$ cat config.mk
export PLATFORM = sky130hd
export DESIGN_NAME = adc_spi3w_master
export DESIGN_NICKNAME = d
export VERILOG_FILES = /design/src/rtl/adc_spi_pkg.sv /design/src/rtl/spi_sclk_tick.sv /design/src/rtl/adc_spi3w_master.sv
export SDC_FILE = /design/constraint.sdc
export NUM_CORES = 1
export LEC_CHECK = 0
export CAP_MARGIN = 20
export CORE_ASPECT_RATIO = 0.9
export CORE_MARGIN = 4
export CORE_UTILIZATION = 51
export DETAILED_ROUTE_END_ITERATION = 12
export MAX_ROUTING_LAYER = met4
export PLACE_DENSITY_LB_ADDON = 0.25
export SYNTH_ARGS = -nofsm -noshare
export SYNTH_HDL_FRONTEND = slang
export SYNTH_HIERARCHICAL = 1
export SYNTH_SLANG_ARGS = --single-unit
$ cat constraint.sdc
create_clock -name clk -period 3 [get_ports clk]
set_input_delay 0.9 -clock clk [delete_from_list [all_inputs] [get_ports clk]]
set_output_delay 0.9 -clock clk [all_outputs]
set_load 0.01 [all_outputs]
$ cat src/rtl/adc_spi_pkg.sv
// adc_spi_pkg: shared frame geometry and FSM state encoding for the 3-wire SPI master
package adc_spi_pkg;
  localparam int FRAME_W = 16;
  localparam int RW_BIT = 15;
  localparam int ADDR_W = 7;
  localparam int DATA_W = 8;
  localparam int TURNAROUND_EDGE = 8;
  typedef enum logic [2:0] {S_IDLE, S_SETUP, S_SHIFT, S_HOLD, S_DONE, S_GAP, S_ARM} state_e;
endpackage

$ cat src/rtl/spi_sclk_tick.sv
// spi_sclk_tick: CLK_DIV half-period divider emitting SCLK rise/fall strobes, restarted by start_i
module spi_sclk_tick #(
  parameter int CLK_DIV = 4
) (
  input  logic clk,
  input  logic rst,
  input  logic start_i,
  input  logic en_i,
  output logic rise_o,
  output logic fall_o,
  output logic ph_o
);
  localparam int CW = $clog2(CLK_DIV);
  logic [CW-1:0] cnt_q, cnt_d;
  logic ph_q, ph_d, tick;
  assign tick = en_i && cnt_q == CW'(CLK_DIV - 1);
  assign cnt_d = tick ? '0 : cnt_q + CW'(en_i);
  assign ph_d = ph_q ^ tick;
  assign rise_o = tick && !ph_q;
  assign fall_o = tick && ph_q;
  assign ph_o = ph_q;
  // phase starts high so the setup half-period ends in a fall strobe and shifting begins low
  always_ff @(posedge clk) begin
    if (rst || start_i) begin
      cnt_q <= '0;
      ph_q <= 1'b1;
    end else begin
      cnt_q <= cnt_d;
      ph_q <= ph_d;
    end
  end
endmodule

$ cat src/rtl/adc_spi3w_master.sv
// adc_spi3w_master: 3-wire SPI master for single register writes/reads (read path under ADC_SPI_READ_EN)
module adc_spi3w_master
  import adc_spi_pkg::*;
#(
  parameter int CLK_DIV = 4,
  parameter int CE_GAP = 2
) (
  input  logic              clk,
  input  logic              rst,
  input  logic              cmd_write,
  input  logic              cmd_read,
  input  logic [ADDR_W-1:0] write_addr,
  input  logic [DATA_W-1:0] write_data,
  input  logic [ADDR_W-1:0] read_addr,
  output logic              cmd_write_ack,
  output logic              cmd_read_ack,
  output logic [DATA_W-1:0] read_data,
  output logic              spi_ce,
  output logic              spi_sclk,
  output logic              spi_dir,
  output logic              spi_out,
  input  logic              spi_in
);
  state_e state_q, state_d;
  logic [FRAME_W-1:0] sr_q, sr_d;
  logic rw_q, rw_d, wack_q, rack_q, start, rise, fall, ph;
  logic [3:0] bit_q, bit_d;
  logic [7:0] gap_q, gap_d;
`ifdef ADC_SPI_READ_EN
  logic [DATA_W-1:0] rx_q, rx_d, rd_q;
`endif
  spi_sclk_tick #(.CLK_DIV(CLK_DIV)) u_tick (
    .clk(clk), .rst(rst), .start_i(start),
    .en_i(state_q inside {S_SETUP, S_SHIFT, S_HOLD}),
    .rise_o(rise), .fall_o(fall), .ph_o(ph)
  );
  // frame sequencing: latch request, shift 16 bits, hold, ack, enforce CE gap, wait for request release
  always_comb begin
    state_d = state_q;
    sr_d = sr_q;
    rw_d = rw_q;
    bit_d = bit_q;
    gap_d = gap_q;
    start = 1'b0;
`ifdef ADC_SPI_READ_EN
    rx_d = rx_q;
`endif
    case (state_q)
      S_IDLE: if (cmd_write || cmd_read) begin
        rw_d = !cmd_write;
        sr_d = cmd_write ? {1'b0, write_addr, write_data} : {1'b1, read_addr, {DATA_W{1'b0}}};
`ifdef ADC_SPI_READ_EN
        start = 1'b1;
        state_d = S_SETUP;
`else
        start = cmd_write;
        state_d = cmd_write ? S_SETUP : S_DONE;
`endif
      end
      S_SETUP: if (fall) begin
        state_d = S_SHIFT;
        bit_d = '0;
      end
      S_SHIFT: begin
`ifdef ADC_SPI_READ_EN
        if (rise) rx_d = {rx_q[DATA_W-2:0], spi_in};
`endif
        if (fall) begin
          sr_d = {sr_q[FRAME_W-2:0], 1'b0};
          bit_d = bit_q + 4'd1;
          if (bit_q == 4'(FRAME_W - 1)) state_d = S_HOLD;
        end
      end
      S_HOLD: if (rise) state_d = S_DONE;
      S_DONE: begin
        gap_d = '0;
        state_d = S_GAP;
      end
      S_GAP: begin
        gap_d = gap_q + 8'd1;
        if (gap_q == 8'(CE_GAP - 1)) state_d = S_ARM;
      end
      S_ARM: if (!cmd_write && !cmd_read) state_d = S_IDLE;
      default: state_d = S_IDLE;
    endcase
  end
  // state registers; acks are a one-cycle registered image of DONE
  always_ff @(posedge clk) begin
    if (rst) begin
      state_q <= S_IDLE;
      sr_q <= '0;
      rw_q <= 1'b0;
      bit_q <= '0;
      gap_q <= '0;
      wack_q <= 1'b0;
      rack_q <= 1'b0;
`ifdef ADC_SPI_READ_EN
      rx_q <= '0;
      rd_q <= '0;
`endif
    end else begin
      state_q <= state_d;
      sr_q <= sr_d;
      rw_q <= rw_d;
      bit_q <= bit_d;
      gap_q <= gap_d;
      wack_q <= state_q == S_DONE && !rw_q;
      rack_q <= state_q == S_DONE && rw_q;
`ifdef ADC_SPI_READ_EN
      rx_q <= rx_d;
      if (state_q == S_DONE && rw_q) rd_q <= rx_q;
`endif
    end
  end
  assign cmd_write_ack = wack_q;
  assign cmd_read_ack = rack_q;
  assign spi_ce = !(state_q inside {S_SETUP, S_SHIFT, S_HOLD});
  assign spi_sclk = state_q == S_SHIFT && ph;
  assign spi_out = !spi_ce && sr_q[RW_BIT];
`ifdef ADC_SPI_READ_EN
  assign spi_dir = !(rw_q && ((state_q == S_SHIFT && bit_q >= 4'(TURNAROUND_EDGE)) || state_q == S_HOLD));
  assign read_data = rd_q;
`else
  logic unused_spi_in;
  assign unused_spi_in = spi_in;
  assign spi_dir = 1'b1;
  assign read_data = '0;
`endif
endmodule
==> metrics.md <==
| Metric | Value |
|---|---|
| Dpl hpwl | 3059 um |
| Antenna violations before repair | 0 |
| Critical Path Most Common Cell | nor2_1 |
| Clock Latency Late Sink | 0.29 ns |
| Post-synthesis adder-cell area fraction | 3.676% |
| Layout cells sized above 1 | 7.609% |
| Vias/cell | 5.543 |
| Crit path from | state_q[0]$_SDFFE_PP0P_ |
| Placed Cells | 314 |
| DRT Pass-1 Iters | 4 |
| Clock sink count | 37 |
| CP max stage delay | 0.53 ns |
| FFs w/ async S/R, synth | 0% |
| Fin Setup TNS | 0 ns |
| Buf+Inv Stages, Crit Path | 1 |
| Switch share | 36.69% |
| Slowest CP cell | dfxtp_1 |
| Worst Path Arrival | 1.90 ns |
| Routed wire length | 4372 um |
| # nets final | 308 |
| Initial Utilization | 53.97% |
| Syn Inst Count | 252 |
| Postcts setup bufs | 0 |
| Vias in the first global route | 1537 |
| Die width | 74.70 um |
| Period utilization | 93.48% |
| Yosys warns | 6 |
| Status | complete, no violations |
| Critical path required time | 2.10 ns |
| I/O pin total | 41 |
| Post-Syn Area per Cell | 8.103 sq um |
| Mapped Area | 2042 sq um |
| Final Wtd Congestion | 0.7719 |
| Endpoints failing setup | 0 |
| EDFF count, synth | 0 |
| Min Tclk post-route | 2.804 ns |
| RSZ-0062 raised after global routing | no |
| Crit Path Category | reg -> out |
| Critical path fanouts, max | 9 |
| Mux share of post-synthesis cell area | 5.270% |
| CP Capture Type | primary output |
| Total power | 1884 uW |
| Port Buf Inserts | 30 |
| Final Hold Fails | 0 |
| Clock Tree Root | clkbuf_8 |
| Critical-path cell list | nor2_1 -> nor2_1 -> and2_1 -> clkdlybuf4s50_1 |
| P_sw | 691.3 uW |
| 1st-iter DRT viols | 122 |
| Gates resized, CTS repair | 0 |
| CTS tree | built |
| Largest net degree at the start of global routing | 26 |
| Cell internal pwr | 1193 uW |
| Post-route DRC violation count | 0 |
| H-tree depth | 2 |
| Share of the synthesized area in the top cell type | 36.27% |
| PwrDens | 774.2 nW/um^2 |
| Hold Path Class | reg -> reg |
| Largest family of logic cells by synthesized area | simple AND/OR/NAND/NOR gates |
| Clock Power Share | 23.3% |
| Logic pwr share | 40.4% |
| Synth Area in Simple Gates | 24.75% |
| Synth Flop Type | dfxtp_1 |
| Clk slew on worst S/H paths | 0.07 ns |
| Area leader, netlist | dfxtp_1 |
| Sequential area share after synthesis | 36.27% |
| Non-filler instance count after layout | 322 |
| Post-DRT Antenna Nets | 0 |
| Dpl cell area | 2317 sq um |
| Post-synthesis cell type count | 48 |
| Die Y | 68.03 um |
| Die area | 5082 sq um |
| Hold-fix buffers, CTS | 0 |
| Leading post-synthesis cells by cell area | dfxtp_1 (36%), nand2_1 (6.3%), a21oi_1 (4.7%) |
| Via count | 1785 |
| Max VDD drop | 0.0003260 V |
| CP Launch Type | flop |
| Slew margin rel. | 49.73% |
| Leakage | 0.0009447 uW |
| CTS Buffer Depth | 2 |
| CORE AREA | 3784 sq um |
| Reg power frac | 36.3% |
| Critical path's top delay family | simple AND/OR/NAND/NOR gates |
| Post-Synth XOR/XNOR Area | 1.287% |
| GR Util All Layers | 18.28% |
| First-pass GRT wire length | 6886 um |
| Antenna Cells | 0 |
| Max Fclk | 356.6 MHz |
| Reg-to-reg startpoint | state_q[0]$_SDFFE_PP0P_ |
| Max Cap Viol | 0 |
| Area grow syn2layout | 19.18% |
| Slew Limit Fails | 0 |
| Synth Area in Compound Gates | 19.36% |
| FP Rows | 21 |
| Drt wl/cell | 13.58 um |
| Worst-margin pin slew | 0.7540 ns |
| CTS buffer count | 5 |
| Synthesized flop and latch total | 37 |
| Gr ovfl total | 0 |
| Worst hold start | sr_q[15]$_SDFFE_PP0P_ |
| Post-route design area | 2434 sq um |
| Setup Skew | 0.003467 ns |
-- kinds of logic after synthesis --
| logic type | count (synthesis) |
|---|---|
| adder cells (fa/ha/maj) | 6 |
| XOR/XNOR | 3 |
| other | 2 |
| AO/OA/AOI/OAI | 56 |
| flip-flops | 37 |
| multiplexers | 10 |
| AND/OR/NAND/NOR | 103 |
| buffers and inverters | 35 |
-- placed cells by master, fill, tap and decap left out, types with 7 or more instances in the layout --
cell type        instances
a21oi_1                 19
a311oi_1                 9
clkdlybuf4s50_1         30
conb_1                   9
dfxtp_1                 37
inv_1                    8
mux2i_1                  7
nand2_1                 34
nand3_1                 11
nor2_1                  21
nor3_1                   9
o211ai_1                 9
-- Yosys cell counts, types with 2 or more instances --
cell type	instances
ha_1	6
buf_2	6
mux2_2	2
nor2b_1	4
nor4_1	2
nor4b_1	2
conb_1	2
nor3_1	9
a21oi_1	19
nand3b_1	2
clkbuf_1	8
buf_4	12
a311oi_1	9
nand3_1	11
nor2_1	21
nand2_1	34
nor3b_1	2
dfxtp_1	37
o21ai_0	6
xor2_1	3
and2_1	3
inv_1	8
mux2i_1	7
nand2b_1	3
o211ai_1	9
and3_1	3
-- final timing paths --
kind | endpoint | slack [ns] | depth (start not counted)
worst max register to register | state_q[1]$_SDFFE_PP0P_ | 0.45 | 8
worst max-delay path | spi_out | 0.20 | 4
worst min-delay path | sr_q[15]$_SDFFE_PP0P_ | 0.46 | 2
worst min register to register | sr_q[15]$_SDFFE_PP0P_ | 0.46 | 2
-- sequential cells by signal (all words and copies together), names as in the netlist --
signal         cells
sr_q              16
gap_q              8
bit_q              4
state_q            3
u_tick/cnt_q       2
cmd_read_ack       1
cmd_write_ack      1
rw_q               1
u_tick/ph_o        1
-- final cells by class --
cell class | instances | area [sq um]
clock buffers | 7 | 86.33
well taps | 46 | 57.56
flip-flops and latches | 37 | 740.7
multi-input cells | 187 | 1144
clock inverters | 1 | 30.03
inverters | 8 | 30.03
repair buffers | 36 | 345.3
fillers | 348 | 1350
-- stage by stage --
step / utilization, % / worst slack (ns) / hold slack (ns)
2_1_floorplan: - / 0.8276 / 0.4171
3_3_place_gp: 61.24 / 0.2979 / 0.4414
3_5_place_dp: 61.24 / 0.2829 / 0.4469
4_1_cts: 64.32 / 0.1917 / 0.4566
5_1_grt: 64.32 / 0.1324 / 0.4803
6_report: 64.32 / 0.1956 / 0.4558
-- power by group through the flow --
stage                     Clock, uW  Combinational, uW  Sequential, uW
after floorplan                   0                595             675
after global placement            0                739             691
after detailed placement          0                751             694
after CTS                       450                757             683
after global routing            473                842             699
final                           439                761             684
-- worst min-delay path, delay by kind of cell (launching register included) --
kind / cells / cell delay [ns]
compound gates: 1 / 0.05
flops: 1 / 0.31
simple gates: 1 / 0.05
-- per-layer routing --
layer  track usage, %  up-vias  part of all wire [%]
met3            4.112        7                   5.1
met5                -        -                     0
li1                 -      922                     -
met2            26.97       38                    44
met1            24.44      818                    49
met4            6.667        0                   1.3
Note: power is estimated with default switching activity, not from simulation.
